==> src/rtl/cpu_pkg.sv <==
// Shared definitions for the multicycle CPU front end: opcodes, instruction
// field positions, sequencer states and the execution step count.
package cpu_pkg;

   // Opcode encodings (instruction bits [15:13]); 3'b011 is unused
   localparam logic [2:0] OP_ADD  = 3'b000;
   localparam logic [2:0] OP_SUB  = 3'b001;
   localparam logic [2:0] OP_NAND = 3'b010;
   localparam logic [2:0] OP_OUT  = 3'b100;
   localparam logic [2:0] OP_LDI  = 3'b101;
   localparam logic [2:0] OP_HLT  = 3'b110;
   localparam logic [2:0] OP_REP  = 3'b111;

   // Instruction field positions
   localparam int OPC_HI = 15;
   localparam int OPC_LO = 13;
   localparam int RX_HI  = 12;
   localparam int RX_LO  = 10;
   localparam int RY_HI  = 9;
   localparam int RY_LO  = 7;
   localparam int IMM_HI = 9;
   localparam int IMM_LO = 0;

   // Last execution step of every instruction
   localparam logic [1:0] LAST_STEP = 2'd3;

   typedef enum logic [1:0] {
      IDLE  = 2'd0,
      FETCH = 2'd1,
      EXEC  = 2'd2,
      HALT  = 2'd3
   } seq_state_t;

   // Extract the opcode field of an instruction word
   function automatic logic [2:0] get_opcode(input logic [15:0] instr);
      return instr[OPC_HI:OPC_LO];
   endfunction

endpackage

==> src/rtl/instruction_sequencer_step_counter.sv <==
// Two-bit execution step counter (Contador) with enable, synchronous clear
// and a terminal flag raised on the last step.
module step_counter
   import cpu_pkg::*;
(
   input  logic       clk,
   input  logic       rst_n,
   input  logic       en_i,
   input  logic       clr_i,
   output logic [1:0] count_o,
   output logic       last_o
);

   logic [1:0] count_q;
   logic [1:0] count_d;

   // Clear wins over enable; advancing past the last step wraps back to 0
   always_comb begin
      count_d = count_q;
      if (clr_i) begin
         count_d = 2'd0;
      end else if (en_i) begin
         count_d = count_q + 2'd1;
      end
   end

   // Step register, cleared asynchronously by reset
   always_ff @(posedge clk or negedge rst_n) begin
      if (!rst_n) begin
         count_q <= 2'd0;
      end else begin
         count_q <= count_d;
      end
   end

   assign count_o = count_q;
   assign last_o  = (count_q == LAST_STEP);

endmodule

==> src/rtl/instruction_sequencer.sv <==
// Instruction sequencer: fetches 16-bit instructions, holds iin stable and
// drives the 4-step Contador for the control unit. Owns PC, run/stop, halt.
// Optional macro STEP_DEBUG_EN adds a Step input that gates EXEC progress.
module instruction_sequencer
   import cpu_pkg::*;
#(
   parameter int                ADDR_W   = 8,
   parameter logic [ADDR_W-1:0] RESET_PC = '0
)
(
   input  logic              Clock,
   input  logic              Resetn,
   input  logic              Run,
`ifdef STEP_DEBUG_EN
   input  logic              Step,
`endif
   input  logic [15:0]       MemData,
   input  logic              MemValid,
   output logic              MemRead,
   output logic [ADDR_W-1:0] MemAddr,
   output logic [15:0]       iin,
   output logic [1:0]        Contador,
   output logic              Done,
   output logic              Busy,
   output logic              Halted
);

   localparam logic [ADDR_W-1:0] PC_ONE = {{(ADDR_W-1){1'b0}}, 1'b1};

   seq_state_t        state_q, state_d;
   logic [ADDR_W-1:0] pc_q, pc_d;
   logic [15:0]       iin_q, iin_d;

   logic step_en;
   logic cnt_clr;
   logic cnt_last;

`ifdef STEP_DEBUG_EN
   assign step_en = Step;
`else
   assign step_en = 1'b1;
`endif

   // Counter only runs in EXEC; every other state forces it to 0
   assign cnt_clr = (state_q != EXEC);

   step_counter u_step (
      .clk     (Clock),
      .rst_n   (Resetn),
      .en_i    (step_en),
      .clr_i   (cnt_clr),
      .count_o (Contador),
      .last_o  (cnt_last)
   );

   // Next-state, PC and instruction latch decisions
   always_comb begin
      state_d = state_q;
      pc_d    = pc_q;
      iin_d   = iin_q;
      unique case (state_q)
         IDLE: begin
            if (Run) begin
               state_d = FETCH;
            end
         end
         FETCH: begin
            if (MemValid) begin
               pc_d = pc_q + PC_ONE;
               if (get_opcode(MemData) == OP_HLT) begin
                  // HLT is consumed here and never reaches iin
                  state_d = HALT;
               end else begin
                  iin_d   = MemData;
                  state_d = EXEC;
               end
            end
         end
         EXEC: begin
            // Run is only sampled once the instruction has finished
            if (step_en && cnt_last) begin
               state_d = Run ? FETCH : IDLE;
            end
         end
         HALT: begin
            state_d = HALT;
         end
         default: begin
            state_d = IDLE;
         end
      endcase
   end

   // State, PC and instruction registers
   always_ff @(posedge Clock or negedge Resetn) begin
      if (!Resetn) begin
         state_q <= IDLE;
         pc_q    <= RESET_PC;
         iin_q   <= 16'h0000;
      end else begin
         state_q <= state_d;
         pc_q    <= pc_d;
         iin_q   <= iin_d;
      end
   end

   assign MemRead = (state_q == FETCH);
   assign MemAddr = pc_q;
   assign iin     = iin_q;
   assign Done    = (state_q == EXEC) && cnt_last;
   assign Busy    = (state_q == FETCH) || (state_q == EXEC);
   assign Halted  = (state_q == HALT);

endmodule
==> config.mk <==
export PLATFORM = sky130hd
export DESIGN_NAME = instruction_sequencer
export DESIGN_NICKNAME = d
export VERILOG_FILES = /design/src/rtl/cpu_pkg.sv /design/src/rtl/instruction_sequencer_step_counter.sv /design/src/rtl/instruction_sequencer.sv
export SDC_FILE = /design/constraint.sdc
export NUM_CORES = 1
export LEC_CHECK = 0
export BUFFER_PORTS_ARGS = -buffer_cell sky130_fd_sc_hd__buf_4
export CORE_UTILIZATION = 43
export DETAILED_ROUTE_END_ITERATION = 8
export PLACE_DENSITY_LB_ADDON = 0.15
export SLEW_MARGIN = 20
export SYNTH_ARGS = -nofsm -noshare
export SYNTH_HDL_FRONTEND = slang
export SYNTH_HIERARCHICAL = 1
export SYNTH_SLANG_ARGS = --single-unit
==> constraint.sdc <==
create_clock -name Clock -period 1.4 [get_ports Clock]
set_clock_uncertainty 0.05 [all_clocks]
set_input_delay 0.07 -clock Clock [delete_from_list [all_inputs] [get_ports Clock]]
set_output_delay 0.07 -clock Clock [all_outputs]
set_load 0.02 [all_outputs]
==> results_dict.tcl, run 1 <==
set metrics [dict create \
    status "complete, but fails checks" \
    violations "setup timing" \
    worst-path-buf-inv 3 \
    wl_per_cell_um 14.7 \
    fin_ws_ns -0.116 \
    post-dp-hpwl_mm 1.87 \
    rows 19 \
    peakVddDrop_v 0.00141 \
    drt_pass1_iterations 4 \
    cp.required_ns 1.58 \
    drt_iter0_markers 22 \
    track_usage_pct 19.0 \
    antenna_found_initial 0 \
    port_buffers 49 \
    synth.avg_cell_area_um2 14.1 \
    critPathKind "register to register" \
    p_leak_nw 1.06 \
    ios 50 \
    dp_worst_setup_slack_ns -0.177 \
    seq_area_frac_synth_pct 55.3 \
    die_w_um 56.3 \
    root_buffer "clkbuf_4" \
    synth-main-ff-cell "dfrtp_1" \
    finalCriticalPeriod_ns 1.52 \
    cp-start-kind "register" \
    timing_hold_violations_final 0 \
    fin_nets 199 \
    cts_htree_levels 1 \
    rsz0062_at_grt "true" \
    yosys_warnings 6 \
    clkTransAtPathRegs_ns 0.15 \
    worstPathCellList "inv_2 > ha_4 > buf_6 > inv_4 > o221a_4 > mux2_2" \
    fmax_mhz 660 \
    cp_top_family "flip-flops" \
    fin_crit_sh_pct 108 \
    max_stage_delay_ns 0.45 \
    grt_pass1_wl_mm 4.65 \
    fillers 191 \
    postRouteAntennaNets 0 \
    via_count 997 \
    cts_buffer_depth 2 \
    fin_hold_ws_ns 0.0602 \
    place_congestion 0.710 \
    antennaDiodeCount 0 \
    p_per_area_mw_per_mm2 2130 \
    power_mw 4.43 \
    grt_overflow 0 \
    ys_ff_latch 28 \
    rrSetupSlack_ns -0.12 \
    clk_latency_ns 0.33 \
    core_mm2 0.00278 \
    numCtsBuffers 3 \
    setup_viol 27 \
    grt_pass1_vias 1006 \
    synth-edff-count 0 \
    grt_max_degree 29 \
    die_h_um 56.3 \
    cp_max_fo 3 \
    endpoint_kind "register" \
    drv_cap 0 \
    viasPerCell 4.91 \
    yosysUniqueCellTypes 25 \
    hp-class "primary input to register" \
    drc 0 \
    areaGrowthSynthToFinish_pct 64.1 \
    cts_tree "yes" \
    die_area_mm2 0.00317 \
    fin_tns_setup_ns -1.72 \
    fin_util_pct 74.7 \
    syn_inst 90 \
    synth_async_sr_flop_share_pct 100 \
    critPathArrivalTime_ns 1.70 \
    cp_slowest_cell "dfrtp_1" \
    cts_sinks 28 \
    syn_area_mm2 0.00127 \
    drv_slew 0 \
    drive_gt1_share_pct 57.0 \
    routed_wl_mm 2.99 \
    initial_core_util_pct 45.5 \
]
-- synth_stat cells (all sizes together) (2+ instances only) --
cell	count	area [µm²]
mux2i	2	20.0
dfrtp	28	701
and2	2	15.0
ha	6	75.1
mux2	16	210
and3	2	12.5
nor2	2	7.51
xnor2	7	61.3
nand4	4	25.0
inv	6	22.5
nand2	3	11.3
buf	2	20.0
-- placed cells by master, fill, tap and decap left out, types with 2 or more instances in the layout --
| cell type | synthesis | layout |
|---|---|---|
| ha_2 | 0 | 3 |
| xnor2_1 | 7 | 7 |
| o21ai_4 | 1 | 2 |
| dlygate4sd3_1 | 0 | 17 |
| inv_1 | 6 | 3 |
| nand4_1 | 4 | 4 |
| and3_1 | 2 | 2 |
| buf_6 | 0 | 7 |
| nor2_1 | 2 | 2 |
| conb_1 | 1 | 2 |
| inv_2 | 0 | 2 |
| buf_4 | 0 | 54 |
| ha_1 | 6 | 2 |
| dfrtp_1 | 28 | 27 |
| clkbuf_4 | 0 | 3 |
| mux2_4 | 8 | 15 |
-- final timing paths --
| kind | start | cells after the start | endpoint |
|---|---|---|---|
| setup / recovery | state_q[1]$_DFFE_PN0P_ | 6 | state_q[0]$_DFFE_PN0P_ |
| hold / removal | Run | 4 | state_q[0]$_DFFE_PN0P_ |
| setup reg to reg | state_q[1]$_DFFE_PN0P_ | 6 | state_q[0]$_DFFE_PN0P_ |
| hold reg to reg | MemAddr[7]$_DFFE_PN0P_ | 1 | MemAddr[7]$_DFFE_PN0P_ |
| max in group asynchronous | Resetn | 2 | state_q[0]$_DFFE_PN0P_ |
| min in group asynchronous | Resetn | 2 | MemAddr[3]$_DFFE_PN0P_ |
-- routing by layer --
metal  vias to the layer above  global-route usage [%]  wire length (µm)
met5                         -                       0                 0
met4                         0                    5.23                35
met3                         4                    2.30               118
met2                        29                    34.2              1590
met1                       493                    24.0              1240
li1                        471                       -                 -
-- through the flow --
step / instance area (µm²) / cells
floorplan: 1280 / 91
global placement: 1720 / 176
detailed placement: 1720 / 176
CTS: 2030 / 202
global route: 2080 / 203
finish: 2080 / 203
-- repair_timing --
item                                    CTS  global route
resized for setup                        18            11
setup buffers                             4             1
hold buffers                             17             0
endpoints found under the setup margin   24            30
hold endpoints to repair                 44             0
cloned                                    1             0
pin swaps                                 5             4
-- power breakdown --
group | switching (mW) | internal [mW]
Clock | 0.237 | 0.159
Sequential | 0.288 | 1.15
Combinational | 1.16 | 1.43
Total | 1.68 | 2.74
-- worst register-to-register path: cells and delay by family, from the launching register on --
family | cells | cell delay (ns)
multiplexers | 1 | 0.27
adder cells (fa/ha/maj) | 1 | 0.14
AO/OA/AOI/OAI | 1 | 0.28
buffers and inverters | 3 | 0.24
flip-flops | 1 | 0.45
-- flip-flops by register name, summed over array words and instances, names as in the netlist --
register,flops
u_step/count_o,2
iin,16
MemAddr,8
state_q,2
-- area by class of cell --
class,count,area (µm²),area share (%)
Timing Repair Buffer,78,654,31.5
Multi-Input combinational cell,56,622,29.9
Clock buffer,4,36.3,1.75
Inverter,6,25.0,1.20
Tap cell,31,38.8,1.87
Sequential cell,28,702,33.8
-- cells by family (layout without fill, tap and decap cells) --
| logic type | count (synthesis) | after routing | synth area share (%) |
|---|---|---|---|
| and+or+nand+nor | 14 | 14 | 6.13 |
| AOI/OAI and AO/OA | 7 | 8 | 5.24 |
| adders and majority gates | 6 | 6 | 5.93 |
| buffers and inverters | 8 | 88 | 3.36 |
| DFF | 28 | 28 | 55.3 |
| muxes | 18 | 18 | 18.2 |
| other | 1 | 2 | 0.296 |
| xor gates and xnor gates | 8 | 8 | 5.53 |
Power figures use the tool's default switching activity.
==> inputs of run 2 (changes only) <==
- ABC_AREA: default -> 0
- MAX_ROUTING_LAYER: default -> met4
==> results_dict.tcl, run 2 (synthesis gave the netlist of run 1 again) <==
set metrics [dict create \
    cp_max_fo 3 \
    postRouteAntennaNets 0 \
    p_leak_nw 1.06 \
    viasPerCell 4.92 \
    clkTransAtPathRegs_ns 0.15 \
    fin_ws_ns -0.120 \
    cts_sinks 28 \
    grt_overflow 0 \
    finalCriticalPeriod_ns 1.52 \
    drt-met1-wl_mm 1.28 \
    hp-class "primary input to register" \
    drc 0 \
    fmax_mhz 658 \
    die_w_um 56.3 \
    grt_pass1_vias 1006 \
    rows 19 \
    whs_path_depth 4 \
    status "complete, but fails checks" \
    rsz0062_at_grt "true" \
    worstRegToRegCells 6 \
    worstHoldStart "Run" \
    cts_htree_levels 1 \
    fillers 191 \
    numCtsBuffers 3 \
    drv_slew 0 \
    die_h_um 56.3 \
    track_usage_pct 19.5 \
    final_cell_mix "54 x buf_4, 27 x dfrtp_1, 17 x dlygate4sd3_1" \
    layout_commonest_cell "buf_4" \
    fin_hold_ws_ns 0.0599 \
    drt_iter0_markers 24 \
    core_mm2 0.00278 \
    rr_startpoint "state_q[1]$_DFFE_PN0P_" \
    largest_register_ffs 16 \
    fin_crit_sh_pct 109 \
    drive_gt1_share_pct 57.0 \
    fin_util_pct 74.7 \
    port_buffers 49 \
    met3_length_um 118 \
    timing_hold_violations_final 0 \
    fin_nets 199 \
    setup_viol 27 \
    post-dp-hpwl_mm 1.87 \
    cts_buffer_depth 2 \
    critPathArrivalTime_ns 1.70 \
    antennaDiodeCount 0 \
    dp_worst_setup_slack_ns -0.177 \
    grt_max_degree 29 \
    wl_met2_mm 1.58 \
    initial_core_util_pct 45.5 \
    cp.required_ns 1.58 \
    clk_latency_ns 0.33 \
    crit_start "state_q[1]$_DFFE_PN0P_" \
    cp-start-kind "register" \
    top_layer "met4" \
    drv_cap 0 \
    grt_pass1_wl_mm 4.65 \
    routed_wl_mm 3.01 \
    cts_tree "yes" \
    drt_pass1_iterations 4 \
    via_count 998 \
    endpoint_kind "register" \
    p_per_area_mw_per_mm2 2130 \
    areaGrowthSynthToFinish_pct 64.1 \
    die_area_mm2 0.00317 \
    place_congestion 0.718 \
    root_buffer "clkbuf_4" \
    rrSetupSlack_ns -0.12 \
    ios 50 \
    wl_per_cell_um 14.8 \
    antenna_found_initial 0 \
    critPathKind "register to register" \
    peakVddDrop_v 0.00141 \
    violations "setup timing" \
]
-- run 2: area by class of cell --
cell class / count / area (µm²) / share of cell area, %
Sequential cell: 28 / 702 / 33.8
Timing Repair Buffer: 78 / 654 / 31.5
Multi-Input combinational cell: 56 / 622 / 29.9
Tap cell: 31 / 38.8 / 1.87
Clock buffer: 4 / 36.3 / 1.75
Inverter: 6 / 25.0 / 1.20
-- run 2: routing by layer --
layer | up-vias | GRT usage (%)
met1 | 496 | 24.0
li1 | 470 | -
met3 | 4 | 2.30
met2 | 28 | 34.2
met5 | - | -
met4 | 0 | 5.23
-- run 2: power breakdown --
| part | internal (mW) | total (mW) | switching [mW] |
|---|---|---|---|
| Combinational | 1.43 | 2.59 | 1.16 |
| Clock | 0.159 | 0.397 | 0.238 |
| Sequential | 1.15 | 1.44 | 0.288 |
-- run 2: final timing paths --
kind                                                to
worst max-delay path            state_q[0]$_DFFE_PN0P_
worst min-delay path            state_q[0]$_DFFE_PN0P_
worst max register to register  state_q[0]$_DFFE_PN0P_
worst min register to register  MemAddr[7]$_DFFE_PN0P_
max in group asynchronous       state_q[0]$_DFFE_PN0P_
min in group asynchronous       MemAddr[3]$_DFFE_PN0P_
-- run 2: critical path, stage by stage, from the launching register on --
cell     delay (ns)
dfrtp_1        0.45
inv_2          0.11
ha_4           0.14
buf_6          0.10
inv_4          0.03
o221a_4        0.28
mux2_2         0.27
-- run 2: timing repair --
item	in CTS	in global routing
hold buffers	17	0
endpoints found under the setup margin	24	30
cloned	1	0
endpoints found under the hold margin	44	0
pin swaps	5	4
buffers inserted	4	1
resized for setup	18	11
-- run 2: per-stage QoR --
step           instances  setup TNS [ns]  total power [mW]  cell area, µm²
2_1_floorplan         91           -1.08              2.71            1280
3_3_place_gp         176           -1.28              3.53            1720
3_5_place_dp         176           -2.10              3.60            1720
4_1_cts              202           -1.45              4.30            2030
5_1_grt              203           -3.23              4.65            2080
6_report             203           -1.80              4.43            2080
